[src/rtl/ahb_apb_pkg.sv]
// Shared AHB/APB encodings, bridge state type and the byte-strobe helper.
package ahb_apb_pkg;

  localparam logic [1:0] HTRANS_IDLE   = 2'b00;
  localparam logic [1:0] HTRANS_BUSY   = 2'b01;
  localparam logic [1:0] HTRANS_NONSEQ = 2'b10;
  localparam logic [1:0] HTRANS_SEQ    = 2'b11;

  localparam logic [1:0] HRESP_OKAY  = 2'b00;
  localparam logic [1:0] HRESP_ERROR = 2'b01;

  localparam logic [2:0] HSIZE_BYTE = 3'b000;
  localparam logic [2:0] HSIZE_HALF = 3'b001;
  localparam logic [2:0] HSIZE_WORD = 3'b010;

  // ERR1/ERR2 are the two cycles of the AHB ERROR response.
  typedef enum logic [2:0] {
    IDLE,
    SETUP,
    ACCESS,
    ERR1,
    ERR2
  } state_t;

  // Byte lanes touched by a 32-bit AHB write; sizes above a word act as a word.
  function automatic logic [3:0] byte_strobe(input logic [2:0] size,
                                             input logic [1:0] addr_lo);
    logic [3:0] strb;
    case (size)
      HSIZE_BYTE: strb = 4'b0001 << addr_lo;
      HSIZE_HALF: strb = 4'b0011 << {addr_lo[1], 1'b0};
      default:    strb = 4'b1111;
    endcase
    return strb;
  endfunction

endpackage

[src/rtl/ahb_apb_rsp_mux.sv]
// Picks the response of the currently addressed APB slave; all other slaves'
// ready/error/data lines are invisible to the bridge.
module ahb_apb_rsp_mux
  import ahb_apb_pkg::*;
#(
  parameter int DATA_W = 32,
  parameter int NSLV   = 4,
  parameter int SELW   = 2
) (
  input  logic [SELW-1:0]        idx,
  input  logic [NSLV*DATA_W-1:0] prdata,
  input  logic [NSLV-1:0]        pready,
  input  logic [NSLV-1:0]        pslverr,
  output logic [DATA_W-1:0]      rdata,
  output logic                   ready,
  output logic                   slverr
);

  // Select the slave whose index matches the registered slave index.
  always_comb begin
    // NOTE: every output gets a default before the loop so no path can leave a latch.
    rdata  = '0;
    ready  = 1'b0;
    slverr = 1'b0;
    for (int i = 0; i < NSLV; i++) begin
      if (idx == SELW'(i)) begin
        rdata  = prdata[i*DATA_W +: DATA_W];
        ready  = pready[i];
        slverr = pslverr[i];
      end
    end
  end

endmodule

[src/rtl/ahb_apb_bridge_mc.sv]
// Multi-slave AHB-to-APB bridge: one-hot slave decode, APB wait states,
// slave/decode/timeout errors returned as a two-cycle AHB ERROR.
module ahb_apb_bridge_mc
  import ahb_apb_pkg::*;
#(
  parameter int ADDR_W  = 32,
  parameter int DATA_W  = 32,
  parameter int NSLV    = 4,
  parameter int SEL_LSB = 12,
  parameter int TIMEOUT = 256
) (
  input  logic                   Hclk,
  input  logic                   Hreset,
  input  logic                   Hsel,
  input  logic                   Hwrite,
  input  logic                   Hreadyin,
  input  logic [1:0]             Htrans,
  input  logic [2:0]             Hsize,
  input  logic [ADDR_W-1:0]      Haddr,
  input  logic [DATA_W-1:0]      Hwdata,
  output logic                   Hreadyout,
  output logic [1:0]             Hresp,
  output logic [DATA_W-1:0]      Hrdata,
  output logic [NSLV-1:0]        Pselx,
  output logic                   Penable,
  output logic                   Pwrite,
  output logic [ADDR_W-1:0]      Paddr,
  output logic [DATA_W-1:0]      Pwdata,
  output logic [DATA_W/8-1:0]    Pstrb,
  input  logic [NSLV*DATA_W-1:0] Prdata,
  input  logic [NSLV-1:0]        Pready,
  input  logic [NSLV-1:0]        Pslverr
);

  localparam int SELW = (NSLV > 1) ? $clog2(NSLV) : 1;
  localparam int CNTW = (TIMEOUT > 1) ? $clog2(TIMEOUT) : 1;
  localparam logic [CNTW-1:0] CNT_LAST = CNTW'(TIMEOUT - 1);

  state_t              state_q, state_d;
  logic [SELW-1:0]     idx_q;
  logic [ADDR_W-1:0]   paddr_q;
  logic                pwrite_q;
  logic [DATA_W/8-1:0] pstrb_q;
  logic [DATA_W-1:0]   pwdata_q;
  logic [DATA_W-1:0]   hrdata_q;
  logic [CNTW-1:0]     cnt_q;

  logic [SELW-1:0]     haddr_idx;
  logic                idx_ok;
  logic                accept;
  logic                apb_active;
  logic                timeout_hit;
  logic [DATA_W-1:0]   sel_rdata;
  logic                sel_ready;
  logic                sel_slverr;

  assign haddr_idx = Haddr[SEL_LSB +: SELW];
  // Non-power-of-two slave counts leave index codes with no slave behind them.
  assign idx_ok    = 32'(haddr_idx) < NSLV;
  assign accept    = Hsel && Hreadyin &&
                     (Htrans == HTRANS_NONSEQ || Htrans == HTRANS_SEQ) &&
                     (state_q == IDLE || state_q == ERR2);
  assign apb_active = (state_q == SETUP) || (state_q == ACCESS);

  // Abort only while the slave is still stalling on its last allowed cycle.
  assign timeout_hit = (TIMEOUT != 0) && (state_q == ACCESS) && !sel_ready &&
                       (cnt_q == CNT_LAST);

  ahb_apb_rsp_mux #(
    .DATA_W (DATA_W),
    .NSLV   (NSLV),
    .SELW   (SELW)
  ) u_rsp_mux (
    .idx     (idx_q),
    .prdata  (Prdata),
    .pready  (Pready),
    .pslverr (Pslverr),
    .rdata   (sel_rdata),
    .ready   (sel_ready),
    .slverr  (sel_slverr)
  );

  // State register; reset returns the bridge to IDLE and drops APB selects at once.
  always_ff @(posedge Hclk or posedge Hreset) begin
    // NOTE: registered state is always updated with <= so all flops see pre-edge values.
    if (Hreset) state_q <= IDLE;
    else        state_q <= state_d;
  end

  // Next-state logic and AHB-side handshake outputs decoded from the state.
  always_comb begin
    state_d   = state_q;
    Hreadyout = 1'b1;
    Hresp     = HRESP_OKAY;
    Penable   = 1'b0;
    case (state_q)
      IDLE, ERR2: begin
        if (state_q == ERR2) Hresp = HRESP_ERROR;
        if (accept) state_d = idx_ok ? SETUP : ERR1;
        else        state_d = IDLE;
      end
      SETUP: begin
        Hreadyout = 1'b0;
        state_d   = ACCESS;
      end
      ACCESS: begin
        Hreadyout = 1'b0;
        Penable   = 1'b1;
        if (timeout_hit)    state_d = ERR1;
        else if (sel_ready) state_d = sel_slverr ? ERR1 : IDLE;
      end
      ERR1: begin
        Hreadyout = 1'b0;
        Hresp     = HRESP_ERROR;
        state_d   = ERR2;
      end
      default: state_d = IDLE;
    endcase
  end

  // One-hot slave select, held through SETUP and ACCESS.
  always_comb begin
    Pselx = '0;
    for (int i = 0; i < NSLV; i++) begin
      Pselx[i] = apb_active && (idx_q == SELW'(i));
    end
  end

  // Address/control capture at accept, write data at SETUP exit, read data on good completion.
  always_ff @(posedge Hclk or posedge Hreset) begin
    if (Hreset) begin
      idx_q    <= '0;
      paddr_q  <= '0;
      pwrite_q <= 1'b0;
      pstrb_q  <= '0;
      pwdata_q <= '0;
      hrdata_q <= '0;
    end else begin
      if (accept) begin
        idx_q    <= haddr_idx;
        paddr_q  <= Haddr;
        pwrite_q <= Hwrite;
        pstrb_q  <= Hwrite ? byte_strobe(Hsize, Haddr[1:0]) : '0;
      end
      if (state_q == SETUP) pwdata_q <= Hwdata;
      if (state_q == ACCESS && sel_ready && !sel_slverr && !pwrite_q)
        hrdata_q <= sel_rdata;
    end
  end

  // Wait-state counter: restarts in SETUP, counts ACCESS cycles with the slave stalling.
  always_ff @(posedge Hclk or posedge Hreset) begin
    if (Hreset)                           cnt_q <= '0;
    else if (state_q == SETUP)            cnt_q <= '0;
    else if (state_q == ACCESS && !sel_ready) cnt_q <= cnt_q + CNTW'(1);
  end

  // Write data is live from the bus during SETUP and held from the register afterwards.
  assign Pwdata = (state_q == SETUP) ? Hwdata : pwdata_q;
  assign Paddr  = paddr_q;
  assign Pwrite = pwrite_q;
  assign Pstrb  = pstrb_q;
  assign Hrdata = hrdata_q;

endmodule

[config.mk]
export PLATFORM = sky130hd
export DESIGN_NAME = ahb_apb_bridge_mc
export DESIGN_NICKNAME = d
export VERILOG_FILES = /design/src/rtl/ahb_apb_pkg.sv /design/src/rtl/ahb_apb_rsp_mux.sv /design/src/rtl/ahb_apb_bridge_mc.sv
export SDC_FILE = /design/constraint.sdc
export NUM_CORES = 1
export LEC_CHECK = 0
export ABC_AREA = 1
export ABC_CLOCK_PERIOD_IN_PS = 6600
export CAP_MARGIN = 0
export CORE_AREA = 2 2 124 126
export DETAILED_ROUTE_END_ITERATION = 8
export DIE_AREA = 0 0 126 128
export PLACE_DENSITY = 0.93
export SLEW_MARGIN = 0
export SYNTH_ARGS = -nofsm -noshare
export SYNTH_HDL_FRONTEND = slang
export SYNTH_HIERARCHICAL = 1
export SYNTH_SLANG_ARGS = --single-unit
[constraint.sdc]
create_clock -name Hclk -period 6.6 [get_ports Hclk]
set_input_delay 0.66 -clock Hclk [delete_from_list [all_inputs] [get_ports Hclk]]
set_output_delay 0.66 -clock Hclk [all_outputs]
set_load 0.03 [all_outputs]
==> results.sh <==
export IMPL_slowest_delay_ns=0.76
export IMPL_grt_max_degree=74
export IMPL_crit_fanout=43
export IMPL_post_cts_buffers=0
export IMPL_clk_pin_slew_worst_paths_ns=0.07
export IMPL_r2r_end="Hrdata[6]"
export IMPL_cts_tree="done"
export IMPL_syn_num_nets=946
export IMPL_min_period_ns=3.86
export IMPL_dieArea_um2=16100
export IMPL_drv_slew=0
export IMPL_clock_latency_ns=0.34
export IMPL_tightest_slew_ns=0.886
export IMPL_end_kind="output port"
export IMPL_synth_area_leaders="dfrtp_1 (49%), nand2_1 (21%), nand3_1 (12%), nand4_1 (4.3%), buf_2 (2.4%)"
export IMPL_cts_hold_fix_buffers=0
export IMPL_wl_per_cell_um=15.8
export IMPL_holdWs_ns=0.470
export IMPL_status="completed"
export IMPL_power_density_nw_per_um2=491
export IMPL_grt_use_total=0.231
export IMPL_hold_path_class="register to register"
export IMPL_reg2reg_from="Paddr[13]"
export IMPL_crit_type="register to output port"
export IMPL_pwr_share_comb=0.613
export IMPL_final_nets=1228
export IMPL_crit_chain="inv_2 > nand3_2 > inv_2 > nand2_1 > nand2_1 > clkdlybuf4s50_1"
export IMPL_drtIter0Drc=464
export IMPL_ios=319
export IMPL_numCtsBuffers=9
export IMPL_hp_start="Hrdata[5]"
export IMPL_cts_sinks=112
export IMPL_avgSynthCellArea_um2=7.78
export IMPL_cts_max_level=3
export IMPL_p_total_mw=4.49
export IMPL_yosysMostFrequentCell="nand2_1"
export IMPL_drive_gt1_frac=0.0479
export IMPL_synthTopCellsByCount="nand2_1 (325), nand3_1 (132), dfrtp_1 (112), nand4_1 (39), buf_2 (27)"
export IMPL_async_reset_ff_frac=1.00
export IMPL_n_fill_cell=1221
export IMPL_critPathTopFamily="buffers and inverters"
export IMPL_worst_ir_drop_vdd_mv=0.388
export IMPL_ys_warn_count=6
export IMPL_synthesis_area_um2=5720
export IMPL_cp_required_ns=5.94
export IMPL_synthToLayoutAreaGrowth_pct=59.8
export IMPL_viasPerCell=5.10
export IMPL_hold_depth=2
export IMPL_antenna_found_initial=0
export IMPL_cts_resized=0
export IMPL_setup_violations_final=0
export IMPL_r2r_slack_ns=3.36
export IMPL_die_x_um=126
export IMPL_p_leak_nw=4.19
export IMPL_yosys_register_bits=112
export IMPL_multiInputGateArea_um2=2480
export IMPL_seqPwrFrac=0.255
export IMPL_grt_pass1_wl_um=30200
export IMPL_setup_tns_ns=0
export IMPL_diodes=0
export IMPL_period_share=0.584
export IMPL_first_pass_iters=5
export IMPL_synth_edf_count=0
export IMPL_die_y_um=128
export IMPL_max_freq_mhz=259
export IMPL_cp_arrival_ns=3.20
export IMPL_core_um2=14900
export IMPL_p_int_mw=2.33
export IMPL_drt_wl_total_um=19100
export IMPL_ant_nets=0
export IMPL_finalHoldViolations=0
export IMPL_overflow=0
export IMPL_cts_root_buf="clkbuf_16"
export IMPL_rows=45
export IMPL_start_util=0.385
export IMPL_netlist_cell_type_count=25
export IMPL_synth_ff_type="dfrtp_1"
export IMPL_cpMaxStageDelayCell="inv_2"
export IMPL_pwr_share_clk=0.133
export IMPL_synth_area_leader_cell="dfrtp_1"
export IMPL_net_switching_power_mw=2.16
export IMPL_rsz0062_at_grt="false"
export IMPL_netlist_area_leader_share=0.490
export IMPL_path_buf_inv=3
export IMPL_maxCapViolCount=0
export IMPL_num_vias=6175
export IMPL_worst_r2r_cell_count=10
export IMPL_place_hpwl_um=14100
export IMPL_synth_cells=735
export IMPL_worstHoldEndpoint="Hrdata[5]"
export IMPL_drc=0
export IMPL_gp_congestion=0.876
export IMPL_yosysSeqAreaShare=0.490
export IMPL_grt_pass1_vias=6147
export IMPL_switching_share=0.481
export IMPL_clk_path_buf_depth=2
export IMPL_worstSetupStartpointType="register"
export IMPL_seqCellArea_um2=2810
export IMPL_slew_headroom=0.410
export IMPL_finalClockSkew_ns=0.00762
export IMPL_port_buffers=316
[tightest hold or removal path, stage by stage, from the launching register on]
cell	delay, ns
dfrtp_1	0.34
nand2_1	0.05
nand2_1	0.05
[cell type report]
class	count	share of cell area
repair buffers	321	0.350
well taps	188	0.0257
clock inverters	6	0.00999
inverters	25	0.0105
flip-flops and latches	112	0.307
clock buffers	10	0.0261
multi-input cells	548	0.271
[sequential cells by signal, indices dropped and copies added (netlist names)]
name,flops
Hrdata,32
cnt_q,8
Paddr,31
state_q,3
idx_q,1
Pstrb,4
pwdata_q,32
Pwrite,1
[routing by layer]
metal	global-route usage	routed length [um]
met4	0.0737	377
met3	0.0672	1780
met2	0.407	9570
met1	0.273	7420
met5	0	0
[cells in the final DEF (no fill, tap or decap)]
| cell type | instances |
|---|---|
| dfrtp_2 | 2 |
| nor3_1 | 4 |
| nand2_2 | 1 |
| inv_4 | 1 |
| inv_6 | 1 |
| clkbuf_8 | 1 |
| dfrtp_1 | 110 |
| nand3_2 | 11 |
| clkinv_2 | 1 |
| nand4_1 | 39 |
| clkbuf_16 | 9 |
| nor2_4 | 2 |
| buf_4 | 5 |
| inv_1 | 16 |
| a21oi_1 | 6 |
| o21ai_0 | 12 |
| conb_1 | 1 |
| or2_2 | 1 |
| bufinv_16 | 2 |
| nor2_8 | 1 |
| inv_2 | 8 |
| clkdlybuf4s50_1 | 316 |
| nor2_1 | 10 |
| clkinv_4 | 2 |
| o22ai_1 | 1 |
| ha_1 | 1 |
| nand2_1 | 325 |
| nand3_1 | 132 |
| nor3_4 | 1 |
[worst max path at each step]
stage	start	cells after the start	slack, ns	to
after floorplan	Hreset	1	2.98	Hrdata[0]
after global placement	state_q[1]	6	3.08	Pwdata[20]
after detailed placement	state_q[1]	6	3.09	Pwdata[5]
after CTS	state_q[1]	6	2.70	Pwdata[5]
after global routing	state_q[1]	6	2.43	Pwdata[5]
final	state_q[1]	6	2.74	Pwdata[25]
[power by group through the flow]
stage / Clock [mW] / Combinational, mW / Sequential (mW)
5_1_grt: 0.643 / 2.94 / 1.18
3_3_place_gp: 0 / 2.69 / 1.14
6_report: 0.596 / 2.75 / 1.14
3_5_place_dp: 0 / 2.74 / 1.15
2_1_floorplan: 0 / 1.36 / 1.51
4_1_cts: 0.617 / 2.75 / 1.14
[metrics by stage]
stage | utilization | instances | setup slack, ns | instance area (um2)
floorplan | - | 735 | 2.98 | 5720
global route | 0.615 | 1210 | 2.43 | 9140
detailed placement | 0.593 | 1194 | 3.09 | 8810
CTS | 0.615 | 1210 | 2.70 | 9140
global placement | 0.593 | 1194 | 3.08 | 8810
finish | 0.615 | 1210 | 2.74 | 9140
[cell families (layout without fill, tap and decap cells)]
family          count (synthesis)  count (layout)  share of synthesized area
buf+inv                        75             362                     0.0783
compound gates                 19              19                     0.0168
fa+ha+maj                       1               1                    0.00219
flops                         112             112                      0.490
other cells                     1               1                   0.000656
simple gates                  527             527                      0.412
Power figures use the tool's default switching activity.
